===== src/rtl/fir_coeff_loader_if.sv =====
// Coefficient-load bus between a serial host (master) and the FIR coefficient loader (slave).
// Carries the per-tap handshake plus the committed packed coefficient set and status.
interface fir_coeff_loader_if #(
    parameter int NB_COEFFS = 8,
    parameter int N_COEFFS  = 8,
    parameter int NB_IDX    = $clog2(N_COEFFS)
);
    logic                              i_start;
    logic                              i_abort;
    logic                              i_valid;
    logic signed [NB_COEFFS-1:0]       i_coeff;
    logic                              o_ready;
    logic [NB_COEFFS*N_COEFFS-1:0]     o_coeffs;
    logic                              o_busy;
    logic                              o_done;
    logic [NB_IDX-1:0]                 o_idx;

    modport master (
        output i_start, i_abort, i_valid, i_coeff,
        input  o_ready, o_coeffs, o_busy, o_done, o_idx
    );

    modport slave (
        input  i_start, i_abort, i_valid, i_coeff,
        output o_ready, o_coeffs, o_busy, o_done, o_idx
    );
endinterface


===== src/rtl/fir_coeff_loader.sv =====
// Collects N_COEFFS taps into a shadow buffer and commits them atomically; o_coeffs/o_done update
// one cycle after the last transfer. o_ready is high only while loading, so the source is stalled otherwise.
module fir_coeff_loader #(
    parameter int NB_COEFFS = 8,
    parameter int N_COEFFS  = 8,
    parameter int NB_IDX    = $clog2(N_COEFFS)
) (
    input  logic                 i_clock,
    input  logic                 i_reset_n,
    fir_coeff_loader_if.slave    bus
);
    localparam int                NB_BUS   = NB_COEFFS * N_COEFFS;
    localparam logic [NB_IDX-1:0] LAST_IDX = NB_IDX'(N_COEFFS - 1);

    typedef enum logic [1:0] {
        ST_IDLE,
        ST_LOAD,
        ST_COMMIT
    } state_t;

    state_t              state_q, state_d;
    logic [NB_IDX-1:0]   idx_q, idx_d;
    logic [NB_BUS-1:0]   shadow_q, shadow_d;
    logic [NB_BUS-1:0]   coeffs_q, coeffs_d;
    logic                done_q, done_d;

    always_ff @(posedge i_clock or negedge i_reset_n) begin
        if (!i_reset_n) begin
            state_q  <= ST_IDLE;
            idx_q    <= '0;
            shadow_q <= '0;
            coeffs_q <= '0;
            done_q   <= 1'b0;
        end else begin
            state_q  <= state_d;
            idx_q    <= idx_d;
            shadow_q <= shadow_d;
            coeffs_q <= coeffs_d;
            done_q   <= done_d;
        end
    end

    always_comb begin
        state_d  = state_q;
        idx_d    = idx_q;
        shadow_d = shadow_q;
        coeffs_d = coeffs_q;
        done_d   = 1'b0;
        case (state_q)
            ST_IDLE: begin
                if (bus.i_start) begin
                    state_d = ST_LOAD;
                    idx_d   = '0;
                end
            end
            ST_LOAD: begin
                // Abort beats restart, restart beats a coincident transfer (that coefficient is dropped).
                if (bus.i_abort) begin
                    state_d = ST_IDLE;
                    idx_d   = '0;
                end else if (bus.i_start) begin
                    idx_d = '0;
                end else if (bus.i_valid) begin
                    shadow_d[int'(idx_q)*NB_COEFFS +: NB_COEFFS] = bus.i_coeff;
                    if (idx_q == LAST_IDX) begin
                        idx_d   = '0;
                        state_d = ST_COMMIT;
                    end else begin
                        idx_d = idx_q + 1'b1;
                    end
                end
            end
            ST_COMMIT: begin
                coeffs_d = shadow_q;
                done_d   = 1'b1;
                state_d  = ST_IDLE;
            end
            default: begin
                state_d = ST_IDLE;
                idx_d   = '0;
            end
        endcase
    end

    assign bus.o_ready  = (state_q == ST_LOAD);
    assign bus.o_busy   = (state_q != ST_IDLE);
    assign bus.o_done   = done_q;
    assign bus.o_idx    = idx_q;
    assign bus.o_coeffs = coeffs_q;
endmodule


===== src/flat_wrapper.sv =====
// flat-port wrapper written by rule: the top's interface ports become plain ports
module fir_coeff_loader_flat 
#(
    parameter int NB_COEFFS = 8,
    parameter int N_COEFFS  = 8,
    parameter int NB_IDX    = $clog2(N_COEFFS)
)
  (i_clock, i_reset_n, bus_i_start, bus_i_abort, bus_i_valid, bus_i_coeff, bus_o_ready, bus_o_coeffs, bus_o_busy, bus_o_done, bus_o_idx);
  fir_coeff_loader_if #(.NB_COEFFS(NB_COEFFS), .N_COEFFS(N_COEFFS), .NB_IDX(NB_IDX)) bus_i ();
  input  logic i_clock;
  input  logic i_reset_n;
  input wire logic [$bits(bus_i.i_start)-1:0] bus_i_start;
  input wire logic [$bits(bus_i.i_abort)-1:0] bus_i_abort;
  input wire logic [$bits(bus_i.i_valid)-1:0] bus_i_valid;
  input wire logic [$bits(bus_i.i_coeff)-1:0] bus_i_coeff;
  output wire logic [$bits(bus_i.o_ready)-1:0] bus_o_ready;
  output wire logic [$bits(bus_i.o_coeffs)-1:0] bus_o_coeffs;
  output wire logic [$bits(bus_i.o_busy)-1:0] bus_o_busy;
  output wire logic [$bits(bus_i.o_done)-1:0] bus_o_done;
  output wire logic [$bits(bus_i.o_idx)-1:0] bus_o_idx;
  assign bus_i.i_start = bus_i_start;
  assign bus_i.i_abort = bus_i_abort;
  assign bus_i.i_valid = bus_i_valid;
  assign bus_i.i_coeff = bus_i_coeff;
  assign bus_o_ready = bus_i.o_ready;
  assign bus_o_coeffs = bus_i.o_coeffs;
  assign bus_o_busy = bus_i.o_busy;
  assign bus_o_done = bus_i.o_done;
  assign bus_o_idx = bus_i.o_idx;
  fir_coeff_loader #(.NB_COEFFS(NB_COEFFS), .N_COEFFS(N_COEFFS), .NB_IDX(NB_IDX)) u_core (.i_clock(i_clock), .i_reset_n(i_reset_n), .bus(bus_i));
endmodule

===== config.mk =====
export PLATFORM = sky130hd
export DESIGN_NAME = fir_coeff_loader_flat
export DESIGN_NICKNAME = d
export VERILOG_FILES = /design/src/rtl/fir_coeff_loader_if.sv /design/src/rtl/fir_coeff_loader.sv /design/src/flat_wrapper.sv
export SDC_FILE = /design/constraint.sdc
export NUM_CORES = 1
export LEC_CHECK = 0
export ABC_AREA = 1
export BUFFER_PORTS_ARGS = -buffer_cell sky130_fd_sc_hd__buf_2
export CORE_ASPECT_RATIO = 1.25
export CORE_MARGIN = 1.5
export CORE_UTILIZATION = 30
export CTS_CLUSTER_DIAMETER = 40
export DETAILED_ROUTE_END_ITERATION = 16
export GPL_ROUTABILITY_DRIVEN = 0
export PLACE_DENSITY = 0.59
export SETUP_SLACK_MARGIN = 0.2
export SLEW_MARGIN = 10
export SYNTH_ARGS = -nofsm -noshare
export SYNTH_HDL_FRONTEND = slang
export SYNTH_SLANG_ARGS = --single-unit

===== constraint.sdc =====
create_clock -name i_clock -period 2.1 [get_ports i_clock]
set_clock_uncertainty 0.1 [all_clocks]
set_input_delay 0.105 -clock i_clock [delete_from_list [all_inputs] [get_ports i_clock]]
set_output_delay 0.105 -clock i_clock [all_outputs]
set_load 0.005 [all_outputs]

==> results.sh <==
export IMPL_synth_most_common_cell="nand2_1"
export IMPL_slew_headroom_pct=71.30
export IMPL_num_io_pins=83
export IMPL_grt_pass1_vias=4697
export IMPL_remaining_drc_errors=0
export IMPL_cp_endpoint="u_core.shadow_q[55]"
export IMPL_port_buffers=82
export IMPL_r2r_end="u_core.shadow_q[55]"
export IMPL_fin_nets=806
export IMPL_min_period_ns=1.798
export IMPL_coreArea_sq_mm=0.01892
export IMPL_tns_ns=0
export IMPL_synthDistinctLibCells=26
export IMPL_grt_max_degree=58
export IMPL_vias=4698
export IMPL_fin_area_sq_mm=0.007433
export IMPL_numCtsBuffers=17
export IMPL_end_kind="flip-flop"
export IMPL_reg2reg_depth=9
export IMPL_path_class="flip-flop to flip-flop"
export IMPL_dr_pass1_iters=4
export IMPL_hold_viol=0
export IMPL_dp_cells=978
export IMPL_slowest_stage="dfrtp_2"
export IMPL_grt_antenna_before_repair=0
export IMPL_pre_cts_ws_ns=0.01577
export IMPL_arrival_ns=2.05
export IMPL_finalSetupViolCount=0
export IMPL_cts_tree="done"
export IMPL_synth_seq_cells=134
export IMPL_drv_slew=0
export IMPL_ant_nets=0
export IMPL_synth_top_area_share_pct=57.47
export IMPL_chipHeight_microns=158.9
export IMPL_viasPerCell=4.561
export IMPL_hold_slack_ns=0.04817
export IMPL_synth_edff_count=0
export IMPL_htree_levels=4
export IMPL_area_growth_pct=27.41
export IMPL_clock_fmax_mhz=556.2
export IMPL_worstPathCellList="inv_6 > ha_4 > ha_4 > inv_4 > nand2_1 > nor2_4 > buf_4 > nand3_1 > nand2_1"
export IMPL_cp_start_kind="flip-flop"
export IMPL_wirelength_microns=14680
export IMPL_setup_ws_ns=0.3022
export IMPL_synthTopCellsByCount="nand2_1, dfrtp_1, nand3_1"
export IMPL_yosys_warnings=0
export IMPL_async_flop_share_pct=100.0
export IMPL_dieWidth_microns=127.7
export IMPL_num_antenna_cells=0
export IMPL_worstReg2RegStart="u_core.bus.o_idx[0]"
export IMPL_powerDensity_mw_per_mm2=849.8
export IMPL_final_cells=1030
export IMPL_vdd_drop_max_v=0.0005477
export IMPL_yosysSeqAreaShare_pct=57.47
export IMPL_met2_length_microns=7331
export IMPL_syn_instance_count=679
export IMPL_hpwlAfterDp_microns=10400
export IMPL_cts_root_buf="clkbuf_16"
export IMPL_grtUsageTotal_pct=15.13
export IMPL_dieArea_sq_mm=0.02030
export IMPL_rsz0062_at_grt="yes"
export IMPL_highest_layer="met4"
export IMPL_worst_slew_pin_slew_ns=0.4272
export IMPL_synth_area_leaders="dfrtp_1, nand2_1, nand3_1, nor2_1, ha_1"
export IMPL_cp_required_ns=2.35
export IMPL_synthFlopType="dfrtp_1"
export IMPL_p_leak_nw=4.221
export IMPL_cts_clk_slew_worst_paths_ns=0.06
export IMPL_status="complete, no violations"
export IMPL_rows=56
export IMPL_clock_sinks=134
export IMPL_routed_wl_met3_microns=572
export IMPL_drv_cap=0
export IMPL_synth_fp_nets=700
export IMPL_syn_area_sq_mm=0.005834
export IMPL_post_drt_wl_per_cell_microns=14.25
export IMPL_wl_met1_microns=6297
export IMPL_post_route_period_util_pct=85.61
export IMPL_grt_pass1_wl_microns=23850
export IMPL_overflow=0
export IMPL_ff2ff_setup_slack_ns=0.30
export IMPL_syn_area_per_cell_sq_um=8.593
export IMPL_drive_gt1_share_pct=22.68
export IMPL_crit_fanout=13
export IMPL_yosysTopAreaCell="dfrtp_1"
export IMPL_post_dp_cell_area_sq_mm=0.006538
export IMPL_cts_buffer_depth=2
export IMPL_slowest_delay_ns=0.43
export IMPL_hold_path_class="input pin to asynchronous set/reset pin"
export IMPL_start_util_pct=30.84
export IMPL_drt_iter0_drc=374
export IMPL_clk_latency_ns=0.42
export IMPL_crit_start="u_core.bus.o_idx[0]"
## state kept, by name, summed over array words and instances, names as in the netlist
signal and count:
u_core.bus.o_done 1, u_core.bus.o_coeffs 64, u_core.state_q 2, u_core.shadow_q 64
u_core.bus.o_idx 3
## cell usage in the layout, fill, tap and decap left out, types with 3 or more instances in the layout
cell / count
nor3_2: 5
buf_2: 81
nor3_1: 10
dfrtp_1: 133
nor2_4: 10
nor2_1: 30
nand4_1: 8
clkbuf_8: 5
inv_6: 3
bufinv_16: 3
clkbuf_16: 17
buf_12: 5
nand2_1: 354
inv_1: 12
dlygate4sd3_1: 12
nand2_4: 7
nand3_1: 47
o21ai_2: 4
buf_4: 12
nor2_2: 5
ha_1: 6
inv_2: 4
## worst min path at each step
| stage | start | endpoint | slack (ns) | cells past startpoint |
|---|---|---|---|---|
| 5_1_grt | i_reset_n | u_core.bus.o_coeffs[56] | 0.07 | 2 |
| 4_1_cts | i_reset_n | u_core.bus.o_coeffs[56] | 0.05 | 2 |
| 3_5_place_dp | i_reset_n | u_core.bus.o_coeffs[56] | -0.05 | 1 |
| 6_report | i_reset_n | u_core.bus.o_coeffs[56] | 0.05 | 2 |
| 3_3_place_gp | i_reset_n | u_core.bus.o_coeffs[60] | -0.05 | 1 |
| 2_1_floorplan | i_reset_n | u_core.bus.o_coeffs[0] | -0.29 | 0 |
## report_power, final
| group | internal [W] | switching (W) | leakage [nW] | total, W |
|---|---|---|---|---|
| combinational | 0.000151 | 0.000296 | 2.05 | 0.000447 |
| sequential | 0.00266 | 0.0000512 | 1.86 | 0.00271 |
| clock | 0.00203 | 0.00113 | 0.309 | 0.00316 |
| total | 0.00484 | 0.00148 | 4.22 | 0.00632 |
## logic make-up after synthesis
logic type	after synthesis	synth area share, %
AOI/OAI and AO/OA	8	1.137
adders and majority gates	8	1.716
buffers and inverters	45	4.268
DFF	134	57.47
and+or+nand+nor	484	35.41
## critical path: cells and delay by family (launching register included)
kind	cells	cell delay (ns)
buffers and inverters	3	0.37
flip-flops	1	0.43
adder cells (fa/ha/maj)	2	0.40
AND/OR/NAND/NOR	4	0.43
## per-stage QoR
step | utilization [%] | total power, W
6_report | 39.29 | 0.006317
4_1_cts | 38.62 | 0.006345
5_1_grt | 39.29 | 0.006549
3_3_place_gp | 34.56 | 0.003145
3_5_place_dp | 34.56 | 0.003151
2_1_floorplan | - | 0.003002
## layout make-up
| type | instances | area (sq um) |
|---|---|---|
| tap | 232 | 290.3 |
| multi-input combinational | 502 | 2345 |
| inverter | 19 | 81.33 |
| clock inverter | 10 | 141.4 |
| timing repair buffer | 111 | 726.9 |
| clock buffer | 22 | 494.2 |
| fill | 1936 | 11480 |
| sequential | 134 | 3354 |
## timing repair
action / in CTS / in global routing
cloned: 0 / 2
hold endpoints to repair: 147 / 0
hold buffers: 12 / 0
pin swaps: 0 / 6
gates resized for setup: 3 / 15
buffers inserted: 0 / 6
endpoints found under the setup margin: 10 / 62
## metal layers
layer	global-route usage (%)	vias to the layer above
li1	-	2352
met5	0	-
met1	18.51	2213
met3	3.268	32
met4	7.303	0
met2	25.17	101
Note: power is estimated with default switching activity, not from simulation.
